--- src/rtl/cruise_speed_ctrl_if.sv ---
// Signal bundle between the cruise speed sequencer and its environment
// (driver controls, comparator results, speed/target/status outputs).
interface cruise_speed_ctrl_if #(
    parameter int W = 8
);
    logic         throttle;
    logic         brake;
    logic         set;
    logic         resume;
    logic         cancel;
    logic         L;
    logic         EQ;
    logic         G;
    logic [W-1:0] speed;
    logic [W-1:0] target;
    logic         cruise_active;
    logic [1:0]   state;
    logic         cmp_err;

    modport master (
        input  throttle, brake, set, resume, cancel, L, EQ, G,
        output speed, target, cruise_active, state, cmp_err
    );

    modport slave (
        output throttle, brake, set, resume, cancel, L, EQ, G,
        input  speed, target, cruise_active, state, cmp_err
    );
endinterface

--- src/rtl/cruise_speed_ctrl.sv ---
// Cruise-control speed sequencer: steps the speed register toward a latched
// target using an external 8-bit magnitude comparator, under driver control.
module cruise_speed_ctrl #(
    parameter int           W          = 8,
    parameter logic [W-1:0] MIN_CRUISE = W'(45),
    parameter logic [W-1:0] MAX_SPEED  = W'(120),
    parameter int           BRAKE_STEP = 2
) (
    input  logic                clk,
    input  logic                rst_n,
    cruise_speed_ctrl_if.master bus
);
    typedef enum logic [1:0] {
        IDLE     = 2'd0,
        CRUISE   = 2'd1,
        OVERRIDE = 2'd2
    } CruiseState;

    localparam logic [W-1:0] BRAKE_W = W'(BRAKE_STEP);

    logic [W-1:0] r_speed;
    logic [W-1:0] r_target;
    logic         r_targetValid;
    CruiseState   r_state;
    logic         r_cmpErr;
    logic         r_setQ;
    logic         r_resumeQ;

    logic [W-1:0] w_nextSpeed;
    logic [W-1:0] w_nextTarget;
    logic         w_nextValid;
    CruiseState   w_nextState;
    logic         w_nextErr;

    logic         w_setRise;
    logic         w_resumeRise;
    logic         w_atMin;
    logic         w_cmpLegal;
    logic [W-1:0] w_inc;
    logic [W-1:0] w_dec;
    logic [W-1:0] w_brk;

    assign w_setRise    = bus.set & ~r_setQ;
    assign w_resumeRise = bus.resume & ~r_resumeQ;
    assign w_atMin      = (r_speed >= MIN_CRUISE);
    assign w_inc        = (r_speed >= MAX_SPEED) ? MAX_SPEED : r_speed + W'(1);
    assign w_dec        = (r_speed == '0) ? '0 : r_speed - W'(1);
    // Brake floors at zero rather than wrapping when speed < BRAKE_STEP.
    assign w_brk        = (r_speed >= BRAKE_W) ? r_speed - BRAKE_W : '0;
    assign w_cmpLegal   = ({bus.L, bus.EQ, bus.G} == 3'b100) ||
                          ({bus.L, bus.EQ, bus.G} == 3'b010) ||
                          ({bus.L, bus.EQ, bus.G} == 3'b001);

    always_comb begin
        w_nextSpeed  = r_speed;
        w_nextTarget = r_target;
        w_nextValid  = r_targetValid;
        w_nextState  = r_state;
        w_nextErr    = r_cmpErr;

        if (bus.brake) begin
            w_nextSpeed = w_brk;
            w_nextState = IDLE;
        end else if (bus.cancel) begin
            w_nextState = IDLE;
            w_nextSpeed = bus.throttle ? w_inc : w_dec;
        end else begin
            case (r_state)
                IDLE: begin
                    if (bus.throttle) begin
                        w_nextSpeed = w_inc;
                    end else if (w_setRise && w_atMin) begin
                        w_nextTarget = r_speed;
                        w_nextValid  = 1'b1;
                        w_nextState  = CRUISE;
                    end else if (w_resumeRise && r_targetValid && w_atMin) begin
                        w_nextState = CRUISE;
                    end else begin
                        w_nextSpeed = w_dec;
                    end
                end
                CRUISE: begin
                    if (bus.throttle) begin
                        w_nextState = OVERRIDE;
                        w_nextSpeed = w_inc;
                    end else if (w_setRise) begin
                        w_nextTarget = r_speed;
                    end else if (w_cmpLegal) begin
                        if (bus.L) begin
                            w_nextSpeed = w_inc;
                        end else if (bus.G) begin
                            w_nextSpeed = w_dec;
                        end
                    end else begin
                        w_nextErr = 1'b1;
                    end
                end
                OVERRIDE: begin
                    if (bus.throttle) begin
                        w_nextSpeed = w_inc;
                    end else begin
                        w_nextState = CRUISE;
                    end
                end
                default: w_nextState = IDLE;
            endcase
        end
    end

    always_ff @(posedge clk) begin
        if (!rst_n) begin
            r_speed       <= '0;
            r_target      <= '0;
            r_targetValid <= 1'b0;
            r_state       <= IDLE;
            r_cmpErr      <= 1'b0;
            r_setQ        <= 1'b0;
            r_resumeQ     <= 1'b0;
        end else begin
            r_speed       <= w_nextSpeed;
            r_target      <= w_nextTarget;
            r_targetValid <= w_nextValid;
            r_state       <= w_nextState;
            r_cmpErr      <= w_nextErr;
            r_setQ        <= bus.set;
            r_resumeQ     <= bus.resume;
        end
    end

    assign bus.speed         = r_speed;
    assign bus.target        = r_target;
    assign bus.state         = r_state;
    assign bus.cruise_active = (r_state == CRUISE) | (r_state == OVERRIDE);
    assign bus.cmp_err       = r_cmpErr;
endmodule

--- src/flat_wrapper.sv ---
// flat-port wrapper written by rule: the top's interface ports become plain ports
module cruise_speed_ctrl_flat 
#(
    parameter int           W          = 8,
    parameter logic [W-1:0] MIN_CRUISE = W'(45),
    parameter logic [W-1:0] MAX_SPEED  = W'(120),
    parameter int           BRAKE_STEP = 2
)
  (clk, rst_n, bus_throttle, bus_brake, bus_set, bus_resume, bus_cancel, bus_L, bus_EQ, bus_G, bus_speed, bus_target, bus_cruise_active, bus_state, bus_cmp_err);
  cruise_speed_ctrl_if #(.W(W)) bus_i ();
  input  logic clk;
  input  logic rst_n;
  input wire logic [$bits(bus_i.throttle)-1:0] bus_throttle;
  input wire logic [$bits(bus_i.brake)-1:0] bus_brake;
  input wire logic [$bits(bus_i.set)-1:0] bus_set;
  input wire logic [$bits(bus_i.resume)-1:0] bus_resume;
  input wire logic [$bits(bus_i.cancel)-1:0] bus_cancel;
  input wire logic [$bits(bus_i.L)-1:0] bus_L;
  input wire logic [$bits(bus_i.EQ)-1:0] bus_EQ;
  input wire logic [$bits(bus_i.G)-1:0] bus_G;
  output wire logic [$bits(bus_i.speed)-1:0] bus_speed;
  output wire logic [$bits(bus_i.target)-1:0] bus_target;
  output wire logic [$bits(bus_i.cruise_active)-1:0] bus_cruise_active;
  output wire logic [$bits(bus_i.state)-1:0] bus_state;
  output wire logic [$bits(bus_i.cmp_err)-1:0] bus_cmp_err;
  assign bus_i.throttle = bus_throttle;
  assign bus_i.brake = bus_brake;
  assign bus_i.set = bus_set;
  assign bus_i.resume = bus_resume;
  assign bus_i.cancel = bus_cancel;
  assign bus_i.L = bus_L;
  assign bus_i.EQ = bus_EQ;
  assign bus_i.G = bus_G;
  assign bus_speed = bus_i.speed;
  assign bus_target = bus_i.target;
  assign bus_cruise_active = bus_i.cruise_active;
  assign bus_state = bus_i.state;
  assign bus_cmp_err = bus_i.cmp_err;
  cruise_speed_ctrl #(.W(W), .MIN_CRUISE(MIN_CRUISE), .MAX_SPEED(MAX_SPEED), .BRAKE_STEP(BRAKE_STEP)) u_core (.clk(clk), .rst_n(rst_n), .bus(bus_i));
endmodule
--- config.mk ---
export PLATFORM = sky130hd
export DESIGN_NAME = cruise_speed_ctrl_flat
export DESIGN_NICKNAME = d
export VERILOG_FILES = /design/src/rtl/cruise_speed_ctrl_if.sv /design/src/rtl/cruise_speed_ctrl.sv /design/src/flat_wrapper.sv
export SDC_FILE = /design/constraint.sdc
export NUM_CORES = 1
export LEC_CHECK = 0
export CAP_MARGIN = 30
export CORE_MARGIN = 4
export CORE_UTILIZATION = 35
export CTS_CLUSTER_DIAMETER = 100
export DETAILED_ROUTE_END_ITERATION = 6
export PLACE_DENSITY = 0.59
export RECOVER_POWER = 25
export SETUP_SLACK_MARGIN = 0.5
export SLEW_MARGIN = 20
export SYNTH_ARGS = -nofsm -noshare
export SYNTH_HDL_FRONTEND = slang
export SYNTH_SLANG_ARGS = --single-unit
--- constraint.sdc ---
create_clock -name clk -period 5.3 [get_ports clk]
set_input_delay 0.795 -clock clk [delete_from_list [all_inputs] [get_ports clk]]
set_output_delay 0.795 -clock clk [all_outputs]
set_load 0.02 [all_outputs]
==> impl_metrics.py <==
metrics = {
    "synth": {
        "synth_ff_type": "dfxtp_1",
        "syn_avg_cell_area_um2": 7.647,
        "ys_seq_elements": 22,
        "seq_area_frac_synth_pct": 26.79,
        "synth_edf_count": 0,
        "synthesis.nets": 236,
        "syn_area_um2": 1644,
        "async_flop_share_pct": 0,
        "ys_types": 48,
        "synthCells": 215,
        "yosys_warnings": 0,
    },
    "layout": {
        "drive_above_1_share_pct": 3.433,
        "multi_input_area_um2": 1100,
        "final-seq-area_um2": 440.4,
        "layout_common_cells": "dfxtp_1, clkdlybuf4s50_1, nand2_1",
        "fill_cells": 456,
        "antenna_cells": 0,
        "layout_commonest_cell": "dfxtp_1",
        "syn_to_final_growth_pct": 22.37,
        "fin_nets": 255,
        "final_area_um2": 2012,
    },
    "setup_path": {
        "rr_worst_depth": 8,
        "rr_startpoint": "u_core.bus.speed[1]",
        "crit_buf_inv": 1,
        "worstSetupStartpointType": "input pin",
        "path_max_fanout": 14,
        "slowest_delay_ns": 0.66,
        "crit_path_end_kind": "register",
        "cp.arrival_ns": 2.90,
        "path_delay_family": "simple AND/OR/NAND/NOR gates",
        "r2r_slack_ns": 2.65,
        "path_cells": "clkdlybuf4s50_1 -> nor3_1 -> and3_1 -> mux2i_1 -> nor2b_1",
        "slowest_stage": "clkdlybuf4s50_1",
        "crit_required_ns": 5.47,
        "reg2reg_to": "u_core.bus.speed[5]",
        "worstSetupPathType": "input pin to register",
        "crit_cells": 5,
        "setup.worst_path.start": "bus_brake",
    },
    "clocking": {
        "htreeDepth": 1,
        "clkLatencyLatePin_ns": 0.28,
        "post-cts-setup-buffers": 0,
        "hold_buffers": 0,
        "cts_sinks": 22,
        "cts-root-buf": "clkbuf_8",
        "cts_tree": "done",
        "clockBufferDepth": 2,
        "postCtsResizedCells": 0,
        "cts-buffers-inserted": 3,
        "clk_pin_slew_worst_paths_ns": 0.09,
    },
    "sta": {
        "worstMarginPinSlew_ns": 0.8394,
        "rsz0062_at_grt": "false",
        "fin_skew_ns": 0.006976,
        "fmax_ghz": 0.3658,
        "setup_viol": 0,
        "hold_viol": 0,
        "slew_violations": 0,
        "finalCritPeriodShare_pct": 51.58,
        "fin_setup_tns_ns": 0,
        "slew-limit-headroom_pct": 43.86,
        "period_needed_ns": 2.734,
    },
    "grt": {
        "grt_pass1_wl_mm": 7.645,
        "antenna_found_initial": 0,
        "grt_use_met3_pct": 4.137,
        "first_global_vias": 1534,
        "grt_util_all_layers_pct": 15.53,
        "grt.met2_usage_pct": 23.02,
        "grt.busiest_layer": "met2",
        "overflow": 0,
        "met1_usage_pct": 22.22,
        "grt_max_degree": 25,
    },
    "placed_design": {
        "port_buffers": 29,
        "gp_congestion": 0.8450,
        "hpwlAfterDp_mm": 3.161,
        "place_area_um2": 1941,
    },
    "hold_path": {
        "min-delay-start": "u_core.r_targetValid",
        "hold_class": "register to register",
        "min_path_cells": 2,
        "holdPathEnd": "u_core.r_targetValid",
    },
    "route": {
        "post-route-drc-count": 0,
        "drt_wl_total_mm": 4.444,
        "ant_nets": 0,
        "viasPerCell": 5.730,
        "drt_first_pass_iters": 4,
        "first_iter_violations": 145,
        "wl_per_cell_um": 15.59,
        "vias": 1633,
    },
    "floorplanning": {
        "coreArea_um2": 4444,
        "die-area_um2": 5858,
        "start_util_pct": 36.99,
        "die_w_um": 76.54,
        "die_y_um": 76.54,
        "rows": 24,
        "io_pins": 30,
    },
    "power_and_ir_drop": {
        "p_sw_uw": 426.4,
        "p_leak_nw": 0.7425,
        "combPwrFrac_pct": 52.7,
        "p_seq_share_pct": 29.9,
        "swShare_pct": 45.64,
        "p_per_area_nw_per_um2": 464.4,
        "p_clk_share_pct": 17.4,
        "cell_internal_pwr_uw": 507.9,
        "ir_worst_vdd_uv": 208.1,
    },
    "outcome": {
        "status": "completed",
    },
    "job": {
        "cap_violations": 0,
    },
}
==> final cells by class <==
type | count | area share, %
repair buffers | 29 | 14.43
inverters | 12 | 2.239
multi-input cells | 166 | 54.66
clock inverters | 1 | 1.493
well taps | 52 | 3.234
flip-flops and latches | 22 | 21.89
clock buffers | 3 | 2.052
==> worst max-delay path by stage <==
stage / endpoint / slack, ns
after detailed placement: u_core.bus.target[1] / 2.29
after global routing: u_core.bus.target[6] / 2.39
after global placement: u_core.bus.speed[0] / 2.27
after CTS: u_core.bus.target[1] / 2.58
final: u_core.bus.target[1] / 2.57
after floorplan: u_core.bus.speed[0] / 2.96
==> per-stage QoR <==
stage | setup WS [ns] | utilization (%) | cells | hold WS, ns | power, mW
after global routing | 2.387 | 45.27 | 285 | 0.5387 | 1.010
after CTS | 2.577 | 45.27 | 285 | 0.5140 | 0.9322
after floorplan | 2.964 | - | 215 | 0.4619 | 0.6230
final | 2.566 | 45.27 | 285 | 0.5071 | 0.9343
after detailed placement | 2.287 | 43.67 | 281 | 0.4885 | 0.7647
after global placement | 2.273 | 43.67 | 281 | 0.4788 | 0.7683
==> worst min-delay path: cells and delay by family, from the launching register on <==
family | cells | cell delay, ns
AOI/OAI and AO/OA | 1 | 0.04
and+or+nand+nor | 1 | 0.10
DFF | 1 | 0.34
==> sequential cells by signal (all words and copies together), names as in the netlist <==
signal,flops
u_core.bus.cmp_err,1
u_core.bus.state,2
u_core.bus.speed,8
u_core.bus.target,8
u_core.r_targetValid,1
u_core.r_resumeQ,1
u_core.r_setQ,1
==> kinds of logic after synthesis <==
group	after synthesis	share of synthesized area (%)
muxes	9	5.480
adders and majority gates	11	8.371
and+or+nand+nor	75	23.44
DFF	22	26.79
buffers and inverters	27	6.316
xor gates and xnor gates	5	2.664
AOI/OAI and AO/OA	66	26.94
==> metal layers <==
layer / share of wire, % / vias to the layer above
li1: - / 813
met1: 51 / 754
met2: 42 / 60
met3: 6.0 / 6
met4: 0.92 / 0
met5: 0 / -
==> cells in the mapped netlist (all sizes together) (6+ instances only) <==
cell     n  area share, %
dfxtp   22             27
nand2   16            3.7
o21ai   14            4.3
nor2    13            3.0
nor2b   13            4.9
a21oi   12            3.7
clkbuf  12            2.7
inv     12            2.7
ha      11            8.4
mux2i    9            5.5
nor3     9            2.7
a31oi    6            2.3
nand3    6            1.8
==> power by group through the flow <==
stage / registers [mW] / logic [mW] / clock network, mW
floorplan: 0.246 / 0.377 / 0
global placement: 0.284 / 0.484 / 0
detailed placement: 0.282 / 0.483 / 0
CTS: 0.278 / 0.487 / 0.167
global route: 0.290 / 0.544 / 0.176
finish: 0.279 / 0.492 / 0.162
(Power assumes the default switching activity.)
